File: src/rtl/mix_scheduler.sv
// mix_scheduler: gathers one sample per voice each audio frame, waits out the mixer
// pipeline, then holds the mix result for downstream. Define MIX_SCHEDULER_UNDERRUN_CNT_EN for underrun_cnt.
module mix_scheduler #(
    parameter int MIX_LATENCY   = 2,
    parameter int VOICE_TIMEOUT = 32
) (
    input  logic        clk,
    input  logic        reset,
    input  logic        sample_tick,
    input  logic [3:0]  voice_req,
    input  logic [31:0] voice_data,
    output logic [3:0]  voice_ack,
    input  logic [3:0]  mute,
    output logic [7:0]  audio0,
    output logic [7:0]  audio1,
    output logic [7:0]  audio2,
    output logic [7:0]  audio3,
    input  logic [31:0] mix_down,
    output logic [31:0] out_data,
    output logic        out_valid,
    input  logic        out_ready,
    output logic        busy,
    output logic        tick_miss
`ifdef MIX_SCHEDULER_UNDERRUN_CNT_EN
    ,
    output logic [15:0] underrun_cnt
`endif
);

    typedef enum logic [1:0] {
        ST_IDLE   = 2'd0,
        ST_GATHER = 2'd1,
        ST_MIX    = 2'd2,
        ST_OUT    = 2'd3
    } state_t;

    localparam logic [3:0] MIX_LAST  = 4'(MIX_LATENCY - 1);
    localparam logic [7:0] WAIT_LAST = 8'(VOICE_TIMEOUT - 1);

    state_t      state_r, state_s;
    logic [1:0]  ptr_r, ptr_s;
    logic [7:0]  wait_r, wait_s;
    logic [3:0]  mix_r, mix_s;
    logic [3:0]  mute_q_r, mute_q_s;
    logic [7:0]  audio_r [4];
    logic [31:0] out_data_r;
    logic        tick_miss_r;
    logic [3:0]  ack_s;
    logic        load_s;
    logic [7:0]  load_val_s;
    logic        advance_s;
    logic        miss_s;
    logic        capture_s;

    // Next-state, voice pointer/wait counter and per-cycle strobes
    always_comb begin
        state_s    = state_r;
        ptr_s      = ptr_r;
        wait_s     = wait_r;
        mix_s      = mix_r;
        mute_q_s   = mute_q_r;
        ack_s      = 4'b0000;
        load_s     = 1'b0;
        load_val_s = 8'h00;
        advance_s  = 1'b0;
        miss_s     = 1'b0;
        capture_s  = 1'b0;
        case (state_r)
            ST_IDLE: begin
                if (sample_tick) begin
                    state_s  = ST_GATHER;
                    ptr_s    = 2'd0;
                    wait_s   = 8'd0;
                    mute_q_s = mute;
                end else begin
                    state_s = ST_IDLE;
                end
            end
            ST_GATHER: begin
                miss_s = sample_tick;
                if (mute_q_r[ptr_r]) begin
                    load_s    = 1'b1;
                    advance_s = 1'b1;
                end else if (voice_req[ptr_r]) begin
                    ack_s      = 4'b0001 << ptr_r;
                    load_s     = 1'b1;
                    load_val_s = voice_data[{ptr_r, 3'b000} +: 8];
                    advance_s  = 1'b1;
                end else if (wait_r == WAIT_LAST) begin
                    // voice missed its slot: substitute silence
                    load_s    = 1'b1;
                    advance_s = 1'b1;
                end else begin
                    wait_s = wait_r + 8'd1;
                end
                if (advance_s) begin
                    wait_s = 8'd0;
                    ptr_s  = ptr_r + 2'd1;
                    if (ptr_r == 2'd3) begin
                        state_s = ST_MIX;
                        mix_s   = 4'd0;
                    end else begin
                        state_s = ST_GATHER;
                    end
                end else begin
                    state_s = ST_GATHER;
                end
            end
            ST_MIX: begin
                miss_s = sample_tick;
                if (mix_r == MIX_LAST) begin
                    capture_s = 1'b1;
                    state_s   = ST_OUT;
                end else begin
                    mix_s = mix_r + 4'd1;
                end
            end
            ST_OUT: begin
                if (out_ready) begin
                    if (sample_tick) begin
                        state_s  = ST_GATHER;
                        ptr_s    = 2'd0;
                        wait_s   = 8'd0;
                        mute_q_s = mute;
                    end else begin
                        state_s = ST_IDLE;
                    end
                end else begin
                    miss_s = sample_tick;
                end
            end
            default: begin
                state_s = ST_IDLE;
            end
        endcase
    end

    // State, sample and result registers
    always_ff @(posedge clk) begin
        if (reset) begin
            state_r     <= ST_IDLE;
            ptr_r       <= 2'd0;
            wait_r      <= 8'd0;
            mix_r       <= 4'd0;
            mute_q_r    <= 4'b0000;
            audio_r[0]  <= 8'h00;
            audio_r[1]  <= 8'h00;
            audio_r[2]  <= 8'h00;
            audio_r[3]  <= 8'h00;
            out_data_r  <= 32'h0000_0000;
            tick_miss_r <= 1'b0;
        end else begin
            state_r     <= state_s;
            ptr_r       <= ptr_s;
            wait_r      <= wait_s;
            mix_r       <= mix_s;
            mute_q_r    <= mute_q_s;
            tick_miss_r <= miss_s;
            if (load_s) begin
                audio_r[ptr_r] <= load_val_s;
            end
            if (capture_s) begin
                out_data_r <= mix_down;
            end
        end
    end

`ifdef MIX_SCHEDULER_UNDERRUN_CNT_EN
    logic        timeout_s;
    logic [15:0] underrun_r;

    assign timeout_s = (state_r == ST_GATHER) && !mute_q_r[ptr_r] &&
                       !voice_req[ptr_r] && (wait_r == WAIT_LAST);

    // Saturating count of voices replaced by silence after a timeout
    always_ff @(posedge clk) begin
        if (reset) begin
            underrun_r <= 16'h0000;
        end else if (timeout_s && (underrun_r != 16'hFFFF)) begin
            underrun_r <= underrun_r + 16'd1;
        end
    end

    assign underrun_cnt = underrun_r;
`endif

    // voice_ack is a same-cycle strobe; reset blanks it immediately
    assign voice_ack = ack_s & {4{~reset}};
    assign audio0    = audio_r[0];
    assign audio1    = audio_r[1];
    assign audio2    = audio_r[2];
    assign audio3    = audio_r[3];
    assign out_data  = out_data_r;
    assign out_valid = (state_r == ST_OUT);
    assign busy      = (state_r != ST_IDLE);
    assign tick_miss = tick_miss_r;

endmodule
File: config.mk
export PLATFORM = sky130hd
export DESIGN_NAME = mix_scheduler
export DESIGN_NICKNAME = d
export VERILOG_FILES = /design/src/rtl/mix_scheduler.sv
export SDC_FILE = /design/constraint.sdc
export NUM_CORES = 1
export LEC_CHECK = 0
export BUFFER_PORTS_ARGS = -buffer_cell sky130_fd_sc_hd__buf_2
export CAP_MARGIN = 0
export CORE_MARGIN = 8
export CORE_UTILIZATION = 49
export DETAILED_ROUTE_END_ITERATION = 10
export PLACE_DENSITY = 0.86
export SKIP_LAST_GASP = 1
export SLEW_MARGIN = 20
export SYNTH_ARGS = -nofsm -noshare
export SYNTH_HDL_FRONTEND = slang
export SYNTH_SLANG_ARGS = --single-unit
File: constraint.sdc
create_clock -name clk -period 2.52 [get_ports clk]
set_input_delay 0.126 -clock clk [delete_from_list [all_inputs] [get_ports clk]]
set_output_delay 0.126 -clock clk [all_outputs]
set_load 0.02 [all_outputs]
-- Word-level counts from Yosys, hierarchy flattened
Memories as Yosys holds them, arrays and structs flattened.
Cells that the tools add are included.
- bits in registers: 53
- bits in latches: 0
- RAM bits: 32
- memory bits (read-only): 0
- input port bits: 76
- output and inout port bits: 71
- logic and storage cells: 93
- memories: 1
- add/sub/neg operators: 3
- $mul: 0
- divide/modulo/power cells: 0
- order comparisons: 1
- equal/unequal tests: 14
- shift-type cells: 2
- muxes and demuxes: 51
- bitwise logic cells: 2
- reductions and logical operators: 12
- memory list (memory ; depth ; bits a word ; read ports ; clocked after Yosys merged registers in ; write ports ; line ; RTL):
    audio_r ; 4 ; 8 ; 4 ; 0 ; 4 ; 45 ; logic [7:0] audio_r [4];
- operators with widths (cell ; number):
    2-to-1 mux 8 bit ; 10
    2-to-1 mux 4 bit ; 8
    variable part select 32 x 6 -> 8 bit ; 1
    one-hot mux 8 bit (3 select lines) ; 1
    2-to-1 mux 1 bit ; 17
    2-to-1 mux 2 bit ; 8
    one-hot mux 4 bit (2 select lines) ; 2
    inequality test 3 bit (second input constant) ; 3
    adder 8 x 1 -> 8 bit (second input constant) ; 1
    equality test 8 x 5 -> 1 bit (second input constant) ; 1
    inequality test 2 bit (second input constant) ; 4
    one-hot mux 2 bit (4 select lines) ; 1
    OR reduction 8 bit ; 1
    equality test 2 bit (second input constant) ; 3
    one-hot mux 2 bit (3 select lines) ; 1
    nonzero test 2 bit ; 3
    AND reduction 5 bit ; 1
    adder 4 x 1 -> 4 bit (second input constant) ; 1
    AND 4 bit ; 1
    binary-select mux 1 bit (select 2 bit) ; 2
    equality test 4 x 1 -> 1 bit (second input constant) ; 1
    AND reduction 2 bit ; 2
    AND reduction 4 bit ; 1
    left shift 1 x 2 -> 4 bit (first input constant) ; 1
    other kinds (10) ; 10

-- Depth between registers and ports, before layout
- depth after elaboration: 10
- mapped depth: 9
- gate-level depth less buffers: 6

-- Least setup slack after synthesis
No wires, ideal clock.
- path kind: reg-to-reg
- start: register wait_r[0]
- end: memory audio_r[0][0], enable pin
- setup time: 387 ps
- data arrival time: 1921 ps
- required time: 2133 ps
- slack: 213 ps
- cell stages (with the launch flop): 6
- path through: dfxtp_1 -> ha_1 -> and3_1 -> a311o_1 -> nand2_1 -> o31ai_1
- RTL lines (what ; line ; RTL):
    start: declaration ; 42 ; logic [7:0] wait_r, wait_s;
    start signal: assignment ; 155 ; wait_r <= wait_s;
    end: declaration ; 45 ;

-- Worst setup path in the final report
- start: register ptr_r[0]
- end: output port voice_ack[0]
- cells in the longest elaborated chain, start to end: 6
- elaborated cells between the ends (all ways): 9
- those cells by class: shift: 1; mux: 7; bitwise: 1
- RTL lines (what ; line ; RTL):
    start: declaration ; 41 ; logic [1:0] ptr_r, ptr_s;
    start signal: assignment ; 154 ; ptr_r <= ptr_s;
    binary-select mux 1 bit (select 2 bit) ; 84 ; end else if (voice_req[ptr_r]) begin
    2-to-1 mux 1 bit (not written as such) ; 84 ;
    2-to-1 mux 4 bit ; 84 ;
    2-to-1 mux 4 bit * ; 81 ; if (mute_q_r[ptr_r]) begin
    2-to-1 mux 4 bit * ; 68 ; case (state_r)
    AND 4 bit * ; 188 ; assign voice_ack = ack_s & {4{~reset}};
    end: declaration ; 12 ; output logic [3:0] voice_ack,
Mark *: on every way between the ends. The rest lies on a longest branch, timed or not. The select of a mux whose other input is x is not followed.

==> results.yml <==
pwr:
  ir_drop_v: 0.000311
  p_total_uw: 2740
  p_leak_uw: 0.00222
  p_per_area_nw_per_um2: 528
final_layout:
  num-fill-cells: 563
  antenna_cells: 0
  final_layout_size_suffix_gt1_share_pct: 34.4
  final_common_cell: "buf_2"
  nNetsFinal: 659
  multi_input_area_um2: 1730
  most-common-layout-cells: "146 x buf_2, 83 x nand2_1, 53 x dfxtp_1"
  synthToLayoutAreaGrowth_pct: 32.4
  seq_area_um2: 2020
setup_path:
  crit_family: "flip-flops"
  crit_path_end_kind: "output pin"
  cp.required_ns: 2.39
  crit_chain: "buf_4 -> mux2_2 -> o22ai_4 -> nand3_2 -> nor2_1 -> buf_2"
  cp_slowest_stage_delay_ns: 0.42
  crit_fanout: 10
  crit_arrival_ns: 2.18
  crit_slowest_cell: "dfxtp_1"
  crit_buf_inv: 2
  crit_type: "flip-flop to output pin"
  cp-start-kind: "flip-flop"
drt:
  wl_mm: 10.8
  final_antenna_net_count: 0
  post_drt_wl_per_cell_um: 16.0
  firstDrtPassIters: 8
  drtIter0Drc: 292
  drc: 0
  num_vias: 3702
  vias_per_cell: 5.46
clock_network:
  clock_path_buffers: 2
  cts-root-buf: "clkbuf_8"
  cts_tree: "done"
  clk_latency_ns: 0.35
  cts_buffers: 9
  clkSinkCount: 85
  path_clk_slew_ns: 0.09
  htreeDepth: 3
  post_cts_buffers: 0
die:
  die_y_um: 105
  io_pins: 147
  initial_utilization_pct: 50.6
  dieWidth_um: 105
  core_region_area_um2: 7730
  num_rows: 32
  die_area_um2: 11100
sta:
  fin_setup_tns_ns: 0
  final.period_utilization_pct: 91.6
  relSlewSlack_pct: 48.7
  slew_viol_final: 0
  final.min_clock_period_ns: 2.31
  worstMarginPinSlew_ns: 0.768
  setup_violations: 0
  clock.fmax_ghz: 0.433
  rsz0062_at_grt: "no"
  setup_ws_ns: 0.212
  hold_violations: 0
  clock_skew_ns: 0.0105
synthesis:
  synthMuxAreaShare_pct: 8.70
  postSynthAreaPerCell_um2: 9.59
  synth_top_family_by_area: "simple AND/OR/NAND/NOR gates"
  synth_area_um2: 3910
  synth_top_area_share_pct: 27.1
  synthAdderAreaFrac_pct: 3.84
  synth_compound_area_share_pct: 10.8
  yosysTopAreaCell: "dfxtp_1"
  syn-instance-count: 408
  syn_nets: 496
  ys_seq_elements: 85
  synth_cell_types: 41
  synthTopCellsByArea: "dfxtp_1 27%, edfxtp_1 25%, nand2_1 8.0%, mux4_2 5.8%, a21oi_1 5.1%"
  synth_xor_area_share_pct: 0.224
  synth-warning-count: 0
  yosysSeqAreaShare_pct: 51.7
  yosys.area_share.simple_pct: 19.7
run:
  cap_violations: 0
run_status:
  outcome: "finished, final reports clean"
min_path:
  hold_path.class: "input pin to flip-flop"
place:
  preCtsSetupSlack_ns: 0.0394
  place_hpwl_mm: 7.85
  port_buffers: 146
  gp_congestion: 0.832
grt:
  antenna_found_initial: 0
  grt_overflow: 0
  grt_max_degree: 51
  grt_pass1_wl_mm: 17.4
  groute.usage.overall_pct: 18.9
  grt_pass1_vias: 3680
-- report_power, final --
group / leakage [µW] / total, µW / switching (µW) / internal [µW]
logic: 0.00137 / 338 / 192 / 146
clock network: 0.0000961 / 930 / 509 / 421
registers: 0.000760 / 1470 / 14.0 / 1450
total: 0.00222 / 2740 / 715 / 2020
-- worst min-delay path: cells and delay by family --
family	cells	cell delay, ns
AO/OA/AOI/OAI	1	0.05
AND/OR/NAND/NOR	1	0.05
buffers and inverters	1	0.10
-- Yosys cell counts --
master     number
a211o_1         3
a21oi_1        40
a311o_1         1
a311oi_1        1
a31oi_1         8
a31oi_4         1
a41o_1          1
and3_1          3
buf_1           3
buf_2           2
buf_4           1
buf_6           1
clkbuf_1       19
dfxtp_1        53
edfxtp_1       32
ha_1           12
inv_1          24
mux2_2          4
mux2i_1         7
mux4_2         10
nand2_1        83
nand2b_1        2
nand3_1        11
nand4_1        18
nand4b_1        3
nand4bb_1       1
nor2_1         39
nor2b_1         1
nor3_1          4
nor4_1          2
nor4b_1         1
o2111ai_1       1
o211ai_1        1
o22ai_1         1
o2bb2ai_1       1
o31a_1          1
o31ai_1         5
o32ai_1         2
or3_1           3
or3b_2          1
xor2_1          1
-- cell families after synthesis --
kind of cell / after synthesis
fa+ha+maj: 12
flops: 85
compound gates: 67
simple gates: 172
mux: 21
buf+inv: 50
xor+xnor: 1
-- flip-flops by register name, summed over array words and instances (netlist names) --
signal / flops
tick_miss: 1
state_r: 2
audio_r: 32
mute_q_r: 4
out_data: 32
wait_r: 8
ptr_r: 2
mix_r: 4
-- layout make-up --
class                      count  area share (%)
tap                          102            2.46
sequential                    85            39.0
inverter                      24            1.74
timing repair buffer         178            19.6
multi-input combinational    273            33.4
clock inverter                 5           0.821
clock buffer                  11            2.92
-- path summary, 6_finish.rpt --
check                     from             to  slack, ns  cells after the start
hold / removal     mix_down[9]    out_data[9]       0.01                      3
setup / recovery      ptr_r[0]   voice_ack[0]       0.21                      6
hold reg to reg   out_data[19]   out_data[19]       0.45                      2
setup reg to reg     wait_r[0]  audio_r[0][4]       0.26                      5
-- metrics by stage --
step | hold WS [ns] | util (%) | instance area, µm² | std cells
2_1_floorplan | 0.262 | - | 3910 | 408
3_3_place_gp | 0.364 | 61.7 | 4770 | 643
3_5_place_dp | 0.370 | 61.7 | 4770 | 643
4_1_cts | 0.000117 | 66.4 | 5130 | 676
5_1_grt | 0.00676 | 67.1 | 5180 | 678
6_report | 0.0107 | 67.1 | 5180 | 678
-- metal layers --
layer	global-route usage (%)	vias up	routed length, µm	share of wire [%]
met4	7.03	0	185	1.7
met3	7.80	22	1170	11
met2	31.5	185	5200	48
li1	-	1762	-	-
met5	0	-	0	0
met1	21.2	1733	4270	39
-- repair_timing --
action,4_1_cts,5_1_grt
endpoints found under the hold margin,17,2
resized for setup,0,2
setup endpoints to repair,0,4
hold buffers,17,2
Note: power is estimated with default switching activity, not from simulation.
